`src/rtl/multicycle_ctrl_pkg.sv`:
```
// Shared definitions for the multicycle MIPS controller (package mips_pkg):
// state encodings, opcode/funct constants and PC source selects.
package mips_pkg;

    typedef enum logic [2:0] {
        S_FETCH  = 3'd0,
        S_DECODE = 3'd1,
        S_EXEC   = 3'd2,
        S_MEM    = 3'd3,
        S_WB     = 3'd4
    } state_t;

    typedef enum logic [1:0] {
        PC_PLUS4  = 2'd0,
        PC_BRANCH = 2'd1,
        PC_JUMP   = 2'd2,
        PC_REG    = 2'd3
    } pc_src_t;

    localparam logic [5:0] OP_RTYPE = 6'h00;
    localparam logic [5:0] OP_J     = 6'h02;
    localparam logic [5:0] OP_JAL   = 6'h03;
    localparam logic [5:0] OP_BEQ   = 6'h04;
    localparam logic [5:0] OP_BNE   = 6'h05;
    localparam logic [5:0] OP_LW    = 6'h23;
    localparam logic [5:0] OP_SW    = 6'h2B;
    localparam logic [5:0] FN_JR    = 6'h08;

    function automatic logic is_mem_op(input logic [5:0] op);
        return (op == OP_LW) || (op == OP_SW);
    endfunction

    // Branches and jumps resolve in EXEC and return straight to FETCH.
    function automatic logic is_ctrl_op(input logic [5:0] op);
        return (op == OP_J) || (op == OP_JAL) || (op == OP_BEQ) || (op == OP_BNE);
    endfunction

endpackage

```
`src/rtl/multicycle_ctrl_if.sv`:
```
// Instruction-decode inputs and datapath control outputs of multicycle_ctrl.
// master = controller side, slave = datapath side.
interface multicycle_ctrl_if;
    logic [5:0] opcode;
    logic [5:0] funct;
    logic       zero;
    logic       mem_ready;
    logic       pc_wr;
    logic       ir_wr;
    logic       mem_rd;
    logic       mem_wr;
    logic       reg_wr;
    logic [5:0] alu_sel;
    logic       alu_src;
    logic       reg_dst;
    logic       mem_to_reg;
    logic [1:0] pc_src;
    logic       jal_link;
    logic [2:0] state;
    logic       mem_err;

    modport master (
        input  opcode, funct, zero, mem_ready,
        output pc_wr, ir_wr, mem_rd, mem_wr, reg_wr, alu_sel, alu_src,
               reg_dst, mem_to_reg, pc_src, jal_link, state, mem_err
    );

    modport slave (
        output opcode, funct, zero, mem_ready,
        input  pc_wr, ir_wr, mem_rd, mem_wr, reg_wr, alu_sel, alu_src,
               reg_dst, mem_to_reg, pc_src, jal_link, state, mem_err
    );
endinterface

```
`src/rtl/multicycle_ctrl_mem_wait_timer.sv`:
```
// Memory wait timer: counts hold cycles of a pending access and forces
// completion at WAIT_MAX, latching a sticky error when it had to.
module mem_wait_timer #(
    parameter int unsigned WAIT_MAX = 15
) (
    input  logic clk,
    input  logic rst,
    input  logic i_req,
    input  logic i_ready,
    output logic o_done,
    output logic o_err
);
    localparam int unsigned CW = (WAIT_MAX < 2) ? 1 : $clog2(WAIT_MAX + 1);

    logic [CW-1:0] r_cnt;
    logic          r_err;
    logic          w_timeout;

    assign w_timeout = (32'(r_cnt) == WAIT_MAX);
    assign o_done    = i_ready | w_timeout;
    assign o_err     = r_err;

    // A ready arriving in the timeout cycle still counts as a clean access.
    always_ff @(posedge clk) begin
        if (rst) begin
            r_cnt <= '0;
            r_err <= 1'b0;
        end else if (i_req) begin
            if (o_done) begin
                r_cnt <= '0;
                if (w_timeout && !i_ready) r_err <= 1'b1;
            end else begin
                r_cnt <= r_cnt + 1'b1;
            end
        end
    end
endmodule

```
`src/rtl/multicycle_ctrl.sv`:
```
// Multicycle MIPS control FSM: registered state, combinational strobes.
// Define MULTICYCLE_CTRL_MEMWAIT_EN to make FETCH/MEM wait on mem_ready.
module multicycle_ctrl
    import mips_pkg::*;
#(
    parameter int unsigned WAIT_MAX = 15
) (
    input logic               clk,
    input logic               rst,
    multicycle_ctrl_if.master bus
);
    state_t r_state;
    logic   r_rst_hold;
    logic   w_active;
    logic   w_mem_req;
    logic   w_mem_done;
    logic   w_mem_err;
    logic   w_rtype;
    logic   w_jr;
    logic   w_lw;

    // One quiet cycle after reset keeps every output low before fetching.
    assign w_active  = !rst && !r_rst_hold;
    assign w_rtype   = (bus.opcode == OP_RTYPE);
    assign w_jr      = w_rtype && (bus.funct == FN_JR);
    assign w_lw      = (bus.opcode == OP_LW);
    assign w_mem_req = w_active && ((r_state == S_FETCH) || (r_state == S_MEM));

`ifdef MULTICYCLE_CTRL_MEMWAIT_EN
    mem_wait_timer #(
        .WAIT_MAX (WAIT_MAX)
    ) u_mem_wait_timer (
        .clk     (clk),
        .rst     (rst),
        .i_req   (w_mem_req),
        .i_ready (bus.mem_ready),
        .o_done  (w_mem_done),
        .o_err   (w_mem_err)
    );
`else
    logic w_unused;
    assign w_mem_done = 1'b1;
    assign w_mem_err  = 1'b0;
    assign w_unused   = &{1'b0, bus.mem_ready, w_mem_req, 1'(WAIT_MAX)};
`endif

    always_ff @(posedge clk) begin
        if (rst) begin
            r_state    <= S_FETCH;
            r_rst_hold <= 1'b1;
        end else begin
            r_rst_hold <= 1'b0;
            if (!r_rst_hold) begin
                case (r_state)
                    S_FETCH:  if (w_mem_done) r_state <= S_DECODE;
                    S_DECODE: r_state <= S_EXEC;
                    S_EXEC: begin
                        if (w_jr || is_ctrl_op(bus.opcode)) r_state <= S_FETCH;
                        else if (is_mem_op(bus.opcode))     r_state <= S_MEM;
                        else                                r_state <= S_WB;
                    end
                    S_MEM:    if (w_mem_done) r_state <= w_lw ? S_WB : S_FETCH;
                    S_WB:     r_state <= S_FETCH;
                    default:  r_state <= S_FETCH;
                endcase
            end
        end
    end

    always_comb begin
        bus.pc_wr      = 1'b0;
        bus.ir_wr      = 1'b0;
        bus.mem_rd     = 1'b0;
        bus.mem_wr     = 1'b0;
        bus.reg_wr     = 1'b0;
        bus.alu_sel    = '0;
        bus.alu_src    = 1'b0;
        bus.reg_dst    = 1'b0;
        bus.mem_to_reg = 1'b0;
        bus.pc_src     = PC_PLUS4;
        bus.jal_link   = 1'b0;
        bus.state      = r_state;
        bus.mem_err    = w_mem_err;
        if (w_active) begin
            // ALU/destination selects stay stable from EXEC through write-back.
            if ((r_state == S_EXEC) || (r_state == S_MEM) || (r_state == S_WB)) begin
                bus.alu_sel = w_rtype ? bus.funct : bus.opcode;
                bus.reg_dst = w_rtype && !w_jr;
                bus.alu_src = !w_rtype && !is_ctrl_op(bus.opcode);
            end
            case (r_state)
                S_FETCH: begin
                    bus.mem_rd = 1'b1;
                    if (w_mem_done) begin
                        bus.ir_wr = 1'b1;
                        bus.pc_wr = 1'b1;
                    end
                end
                S_EXEC: begin
                    if (w_jr) begin
                        bus.pc_wr  = 1'b1;
                        bus.pc_src = PC_REG;
                    end else if (!w_rtype) begin
                        case (bus.opcode)
                            OP_BEQ: begin bus.pc_wr = bus.zero;  bus.pc_src = PC_BRANCH; end
                            OP_BNE: begin bus.pc_wr = !bus.zero; bus.pc_src = PC_BRANCH; end
                            OP_J:   begin bus.pc_wr = 1'b1;      bus.pc_src = PC_JUMP;   end
                            OP_JAL: begin
                                bus.pc_wr    = 1'b1;
                                bus.pc_src   = PC_JUMP;
                                bus.reg_wr   = 1'b1;
                                bus.jal_link = 1'b1;
                            end
                            default: ;
                        endcase
                    end
                end
                S_MEM: begin
                    bus.mem_rd = w_lw;
                    bus.mem_wr = (bus.opcode == OP_SW);
                end
                S_WB: begin
                    bus.reg_wr     = 1'b1;
                    bus.mem_to_reg = w_lw;
                end
                default: ;
            endcase
        end
    end
endmodule

```
`src/flat_wrapper.sv`:
```
// flat-port wrapper written by rule: the top's interface ports become plain ports
module multicycle_ctrl_flat import mips_pkg::*;
#(
    parameter int unsigned WAIT_MAX = 15
)
  (clk, rst, bus_opcode, bus_funct, bus_zero, bus_mem_ready, bus_pc_wr, bus_ir_wr, bus_mem_rd, bus_mem_wr, bus_reg_wr, bus_alu_sel, bus_alu_src, bus_reg_dst, bus_mem_to_reg, bus_pc_src, bus_jal_link, bus_state, bus_mem_err);
  multicycle_ctrl_if bus_i ();
  input logic clk;
  input logic rst;
  input wire logic [$bits(bus_i.opcode)-1:0] bus_opcode;
  input wire logic [$bits(bus_i.funct)-1:0] bus_funct;
  input wire logic [$bits(bus_i.zero)-1:0] bus_zero;
  input wire logic [$bits(bus_i.mem_ready)-1:0] bus_mem_ready;
  output wire logic [$bits(bus_i.pc_wr)-1:0] bus_pc_wr;
  output wire logic [$bits(bus_i.ir_wr)-1:0] bus_ir_wr;
  output wire logic [$bits(bus_i.mem_rd)-1:0] bus_mem_rd;
  output wire logic [$bits(bus_i.mem_wr)-1:0] bus_mem_wr;
  output wire logic [$bits(bus_i.reg_wr)-1:0] bus_reg_wr;
  output wire logic [$bits(bus_i.alu_sel)-1:0] bus_alu_sel;
  output wire logic [$bits(bus_i.alu_src)-1:0] bus_alu_src;
  output wire logic [$bits(bus_i.reg_dst)-1:0] bus_reg_dst;
  output wire logic [$bits(bus_i.mem_to_reg)-1:0] bus_mem_to_reg;
  output wire logic [$bits(bus_i.pc_src)-1:0] bus_pc_src;
  output wire logic [$bits(bus_i.jal_link)-1:0] bus_jal_link;
  output wire logic [$bits(bus_i.state)-1:0] bus_state;
  output wire logic [$bits(bus_i.mem_err)-1:0] bus_mem_err;
  assign bus_i.opcode = bus_opcode;
  assign bus_i.funct = bus_funct;
  assign bus_i.zero = bus_zero;
  assign bus_i.mem_ready = bus_mem_ready;
  assign bus_pc_wr = bus_i.pc_wr;
  assign bus_ir_wr = bus_i.ir_wr;
  assign bus_mem_rd = bus_i.mem_rd;
  assign bus_mem_wr = bus_i.mem_wr;
  assign bus_reg_wr = bus_i.reg_wr;
  assign bus_alu_sel = bus_i.alu_sel;
  assign bus_alu_src = bus_i.alu_src;
  assign bus_reg_dst = bus_i.reg_dst;
  assign bus_mem_to_reg = bus_i.mem_to_reg;
  assign bus_pc_src = bus_i.pc_src;
  assign bus_jal_link = bus_i.jal_link;
  assign bus_state = bus_i.state;
  assign bus_mem_err = bus_i.mem_err;
  multicycle_ctrl #(.WAIT_MAX(WAIT_MAX)) u_core (.clk(clk), .rst(rst), .bus(bus_i));
endmodule
```
`config.mk`:
```
export PLATFORM = sky130hd
export DESIGN_NAME = multicycle_ctrl_flat
export DESIGN_NICKNAME = d
export VERILOG_FILES = /design/src/rtl/multicycle_ctrl_pkg.sv /design/src/rtl/multicycle_ctrl_if.sv /design/src/rtl/multicycle_ctrl_mem_wait_timer.sv /design/src/rtl/multicycle_ctrl.sv /design/src/flat_wrapper.sv
export SDC_FILE = /design/constraint.sdc
export NUM_CORES = 1
export LEC_CHECK = 0
export BUFFER_PORTS_ARGS = -buffer_cell sky130_fd_sc_hd__buf_2
export CAP_MARGIN = 20
export CORE_ASPECT_RATIO = 1.2
export CORE_MARGIN = 2
export CORE_UTILIZATION = 25
export CTS_BUF_LIST = sky130_fd_sc_hd__clkbuf_8
export DETAILED_ROUTE_END_ITERATION = 8
export PLACE_DENSITY = 0.62
export SLEW_MARGIN = 25
export SYNTH_ARGS = -nofsm -noshare
export SYNTH_HDL_FRONTEND = slang
export SYNTH_SLANG_ARGS = --single-unit
export TNS_END_PERCENT = 1
```
`constraint.sdc`:
```
create_clock -name clk -period 1.8 [get_ports clk]
set_input_delay 0.18 -clock clk [delete_from_list [all_inputs] [get_ports clk]]
set_output_delay 0.18 -clock clk [all_outputs]
set_load 0.1 [all_outputs]
```
# After elaboration in Yosys (flattened, before gate mapping)
# Index checks and enable logic that the tools add are counted.
# op_classes
n_eq_ne,11
n_mux,37
reduce_logical,21
# ops
op,n
2-to-1 mux 1 bit,21
2-to-1 mux 6 bit,3
equality test 6 x 2 -> 1 bit (second input constant),2
equality test 6 x 3 -> 1 bit (second input constant),2
equality test 6 bit (second input constant),2
case mux 3 bit (4 select lines),1
2-to-1 mux 3 bit,3
2-to-1 mux 2 bit,4
logical OR 1 bit,7
equality test 3 x 2 -> 1 bit (second input constant),2
equality test 6 x 4 -> 1 bit (second input constant),1
logical NOT 1 bit,6
logical NOT 6 bit,1
case mux 1 bit (2 select lines),3
logical AND 1 bit,4
case mux 2 bit (2 select lines),1
OR reduction 2 bit,2
equality test 3 x 1 -> 1 bit (second input constant),1
equality test 3 bit (second input constant),1
logical NOT 3 bit,1
case mux 1 bit (3 select lines),1
# word_totals
ff_bits,4
in_bits,16
output_inout_bits,21
wordCells,71

# Longest topological paths before layout
# depth
word_depth,8
depth_mapped,5
ltp_nobuf,4

# Worst setup path before layout
# OpenSTA, ideal clock, no wires.
# synth_timing
kind,register to output
start,"register u_core.r_state[0], in the netlist u_core.bus.state[0]"
end,output bus_pc_wr
arrival_ns,4.689
required_ns,1.620
setup_slack_ns,-3.069
path_stages_with_launch,4
path_buffers,1
cell_sequence,dfxtp_1 -> clkbuf_1 -> nor4_1 -> a31o_2
# synth_via
elab_chain_len,3
elab_cells_between_ends,4
classes_between,1 x eq/ne; 2 x mux; 1 x reduce/logical
# synth_lines
item,line_no,source
"start, declared",multicycle_ctrl.sv:12,state_t r_state;
"start signal, assigned",multicycle_ctrl.sv:62,S_MEM: if (w_mem_done) r_state <= w_lw ? S_WB : S_FETCH;
equality test 3 x 2 -> 1 bit or logical NOT 3 bit (tied branches),n/a,
case mux 1 bit (2 select lines) *,multicycle_ctrl.sv:91,case (r_state)
2-to-1 mux 1 bit *,multicycle_ctrl.sv:84,if (w_active) begin
"end, declared",flat_wrapper.sv:14,output wire logic [$bits(bus_i.pc_wr)-1:0] bus_pc_wr;
# Every way passes the cells marked *; elsewhere a longest branch is shown, timed or not.

# Worst setup path after layout
# layout_timing
start,input bus_funct[5]
end,output bus_pc_wr
# layout_via
elab_chain_len,5
# layout_lines
item,line_no,source
"start, declared",flat_wrapper.sv:11,input wire logic [$bits(bus_i.funct)-1:0] bus_funct;
equality test 6 x 4 -> 1 bit,multicycle_ctrl.sv:25,assign w_jr = w_rtype && (bus.funct == FN_JR);
logical AND 1 bit,multicycle_ctrl.sv:25,
2-to-1 mux 1 bit,multicycle_ctrl.sv:100,if (w_jr) begin
case mux 1 bit (2 select lines),multicycle_ctrl.sv:91,
2-to-1 mux 1 bit,multicycle_ctrl.sv:84,
# Every way passes these cells.

==> reports/metrics.cfg <==
[status]
status = finished with violations
violations = setup timing

[global_route]
track_usage = 0.1676
grt_overflow_total = 0
grt_start_max_net_pins = 11
grt_pass1_vias = 767
antenna_found_initial = 0
grt_pass1_wl_um = 3339

[clock_tree]
cts_max_level = 1
cts_tree = done
clk_path_buf_depth = 2
worstSkewPairLatency_ns = 0.22
numCtsBuffers = 3
ctsHoldBuffers = 0
cts.sinks = 4
clk_pin_slew_ns = 0.03
root_buffer = clkbuf_8

[critical_path]
cp_slowest_stage_delay_ns = 0.51
cp_slowest_cell = or4b_4
path_class = in -> out
critPathArrivalTime_ns = 1.67
worst_setup_path_end_kind = output pin
critPathBufInv = 2
required_ns = 1.62
timing.rr.start = u_core.bus.state[1]$_SDFFE_PP0N_
cp-start-kind = input pin
path_delay_family = compound AO/OA/AOI/OAI gates
crit_chain = buf_2, or4b_4, o41a_1, o21ai_2, a31o_4, buf_12
critPathLaunch = bus_funct[5]
path_max_fanout = 2

[power]
leakage_nw = 0.4786
p_total_mw = 0.5660
powerDensity_nw_per_um2 = 445.2
peakVddDrop_mv = 0.2806

[timing]
setup_slack_ns = -0.04966
drv_slew = 0
fin_skew_ns = 0.0005508
min_period_ns = 1.850
holdWs_ns = 0.1432
hold_violations = 0
setup-tns-final_ns = -0.04966
fmax_ghz = 0.5406
rsz0062_at_grt = true
post-route-period-util = 1.028
setup_viol = 1

[logic_synthesis]
synth_nets = 100
synth_mux_area_frac = 0
yosysWarnings = 0
postSynthAreaPerCell_um2 = 6.673
synth_xor_area_frac = 0.03125
yosysSeqAreaShare = 0.1429
synth_simple_gate_area_share = 0.4353
synth_top_family_by_area = simple AND/OR/NAND/NOR gates
synthCells = 84
syn_area_um2 = 560.5
async_flop_share = 0
ys_ff_latch = 4
yosys_most_used_dff = dfxtp_1
synth.distinct_cells = 38
synthAdderAreaFrac = 0
synth_compound_area_frac = 0.2835
synth-edff-count = 0

[layout]
final_area_um2 = 1271
finalNetCount = 141
drive_gt1_frac = 0.6098
syn_to_final_growth_pct = 126.8
nFillCells = 197
n_antenna_cell = 0

[die]
dieHeight_um = 55.87
fp.dieW_um = 47.23
core_um2 = 2095
ios = 37
dieArea_um2 = 2638
rows = 18
start_util = 0.2676

[placed_design]
dpl-instance-area_um2 = 1196
portBuffers = 34
dp_hpwl_um = 1578
finalWeightedCongestion = 0.8037

[routing]
drt_iter0_markers = 11
drc = 0
num_vias = 757
viasPerCell = 4.948
ant_nets = 0
wl_per_cell_um = 12.57
drtPass1Iterations = 4
finalWirelength_um = 1923

[hold_path]
hold_path_class = in -> reg
min_from = rst

[flow_run]
maxCapViolCount = 0

-- flip-flops by register name, indices dropped and copies added, names as in the netlist --
signal and cells:
u_core.bus.state 3, u_core.r_rst_hold 1
-- power breakdown --
part | leakage, nW | internal [mW] | total (mW) | switching (mW)
clock network | 0.0216 | 0.142 | 0.188 | 0.0454
logic | 0.422 | 0.0884 | 0.268 | 0.179
registers | 0.0352 | 0.0939 | 0.111 | 0.0168
total | 0.479 | 0.325 | 0.566 | 0.241
-- synthesized netlist by cell type (2+ instances only) --
library cell	count	share of area
nand3_1	3	0.027
o21ai_1	2	0.018
a21oi_1	9	0.080
nor4_1	3	0.033
inv_1	5	0.033
nor3_1	7	0.062
nand2_1	6	0.040
dfxtp_1	4	0.14
clkbuf_1	3	0.020
nor2b_1	2	0.022
o31a_1	2	0.031
nor2_1	12	0.080
-- logic make-up after synthesis --
kind of cell,Yosys count
buffers and inverters,11
other,1
DFF,4
AOI/OAI and AO/OA,23
xor gates and xnor gates,2
and+or+nand+nor,43
-- what timing repair did --
| item | 4_1_cts | 5_1_grt |
|---|---|---|
| gates resized for setup | 4 | 2 |
| pin swaps | 6 | 3 |
| setup buffers | 1 | 0 |
| gates cloned | 0 | 0 |
| setup endpoints to repair | 9 | 14 |
-- cell type report --
type,instances,area [µm²],area share
multi-input combinational,69,590.6,0.4646
timing repair buffer,42,491.7,0.3868
sequential,4,91.34,0.07185
clock buffer,3,41.29,0.03248
tap,30,37.54,0.02953
inverter,5,18.77,0.01476
-- metal layers --
layer	vias to the layer above	track usage	routed length, µm
li1	384	-	-
met1	344	0.2192	771
met2	26	0.2683	1033
met3	3	0.02273	89
met4	0	0.05952	29
met5	-	0	0
-- through the flow --
step,std cells,worst slack (ns),utilization
6_report,153,-0.04966,0.6069
5_1_grt,153,-0.07566,0.6069
4_1_cts,153,-0.1399,0.6045
3_5_place_dp,149,-0.1377,0.5711
3_3_place_gp,149,-0.1414,0.5711
2_1_floorplan,84,-0.6353,-
-- placed cells by master, fill, tap and decap left out, types with 2 or more instances in the layout --
master / count
nor2_1: 5
buf_2: 16
clkbuf_8: 3
buf_12: 17
inv_1: 5
a21oi_1: 9
dfxtp_4: 3
nor3_4: 2
nor4_4: 4
nand3_1: 2
buf_4: 8
nor3_1: 4
nand2_1: 6
o31a_1: 2
nor3_2: 2
nor2_2: 7
-- worst paths after layout --
check | end | slack, ns | cells past startpoint
worst max-delay path | bus_pc_wr | -0.05 | 6
worst min-delay path | u_core.r_rst_hold$_DFF_P_ | 0.14 | 1
worst max register to register | u_core.bus.state[1]$_SDFFE_PP0N_ | 0.50 | 4
worst min register to register | u_core.bus.state[0]$_SDFFE_PP0N_ | 0.63 | 2
(Power assumes the default switching activity.)
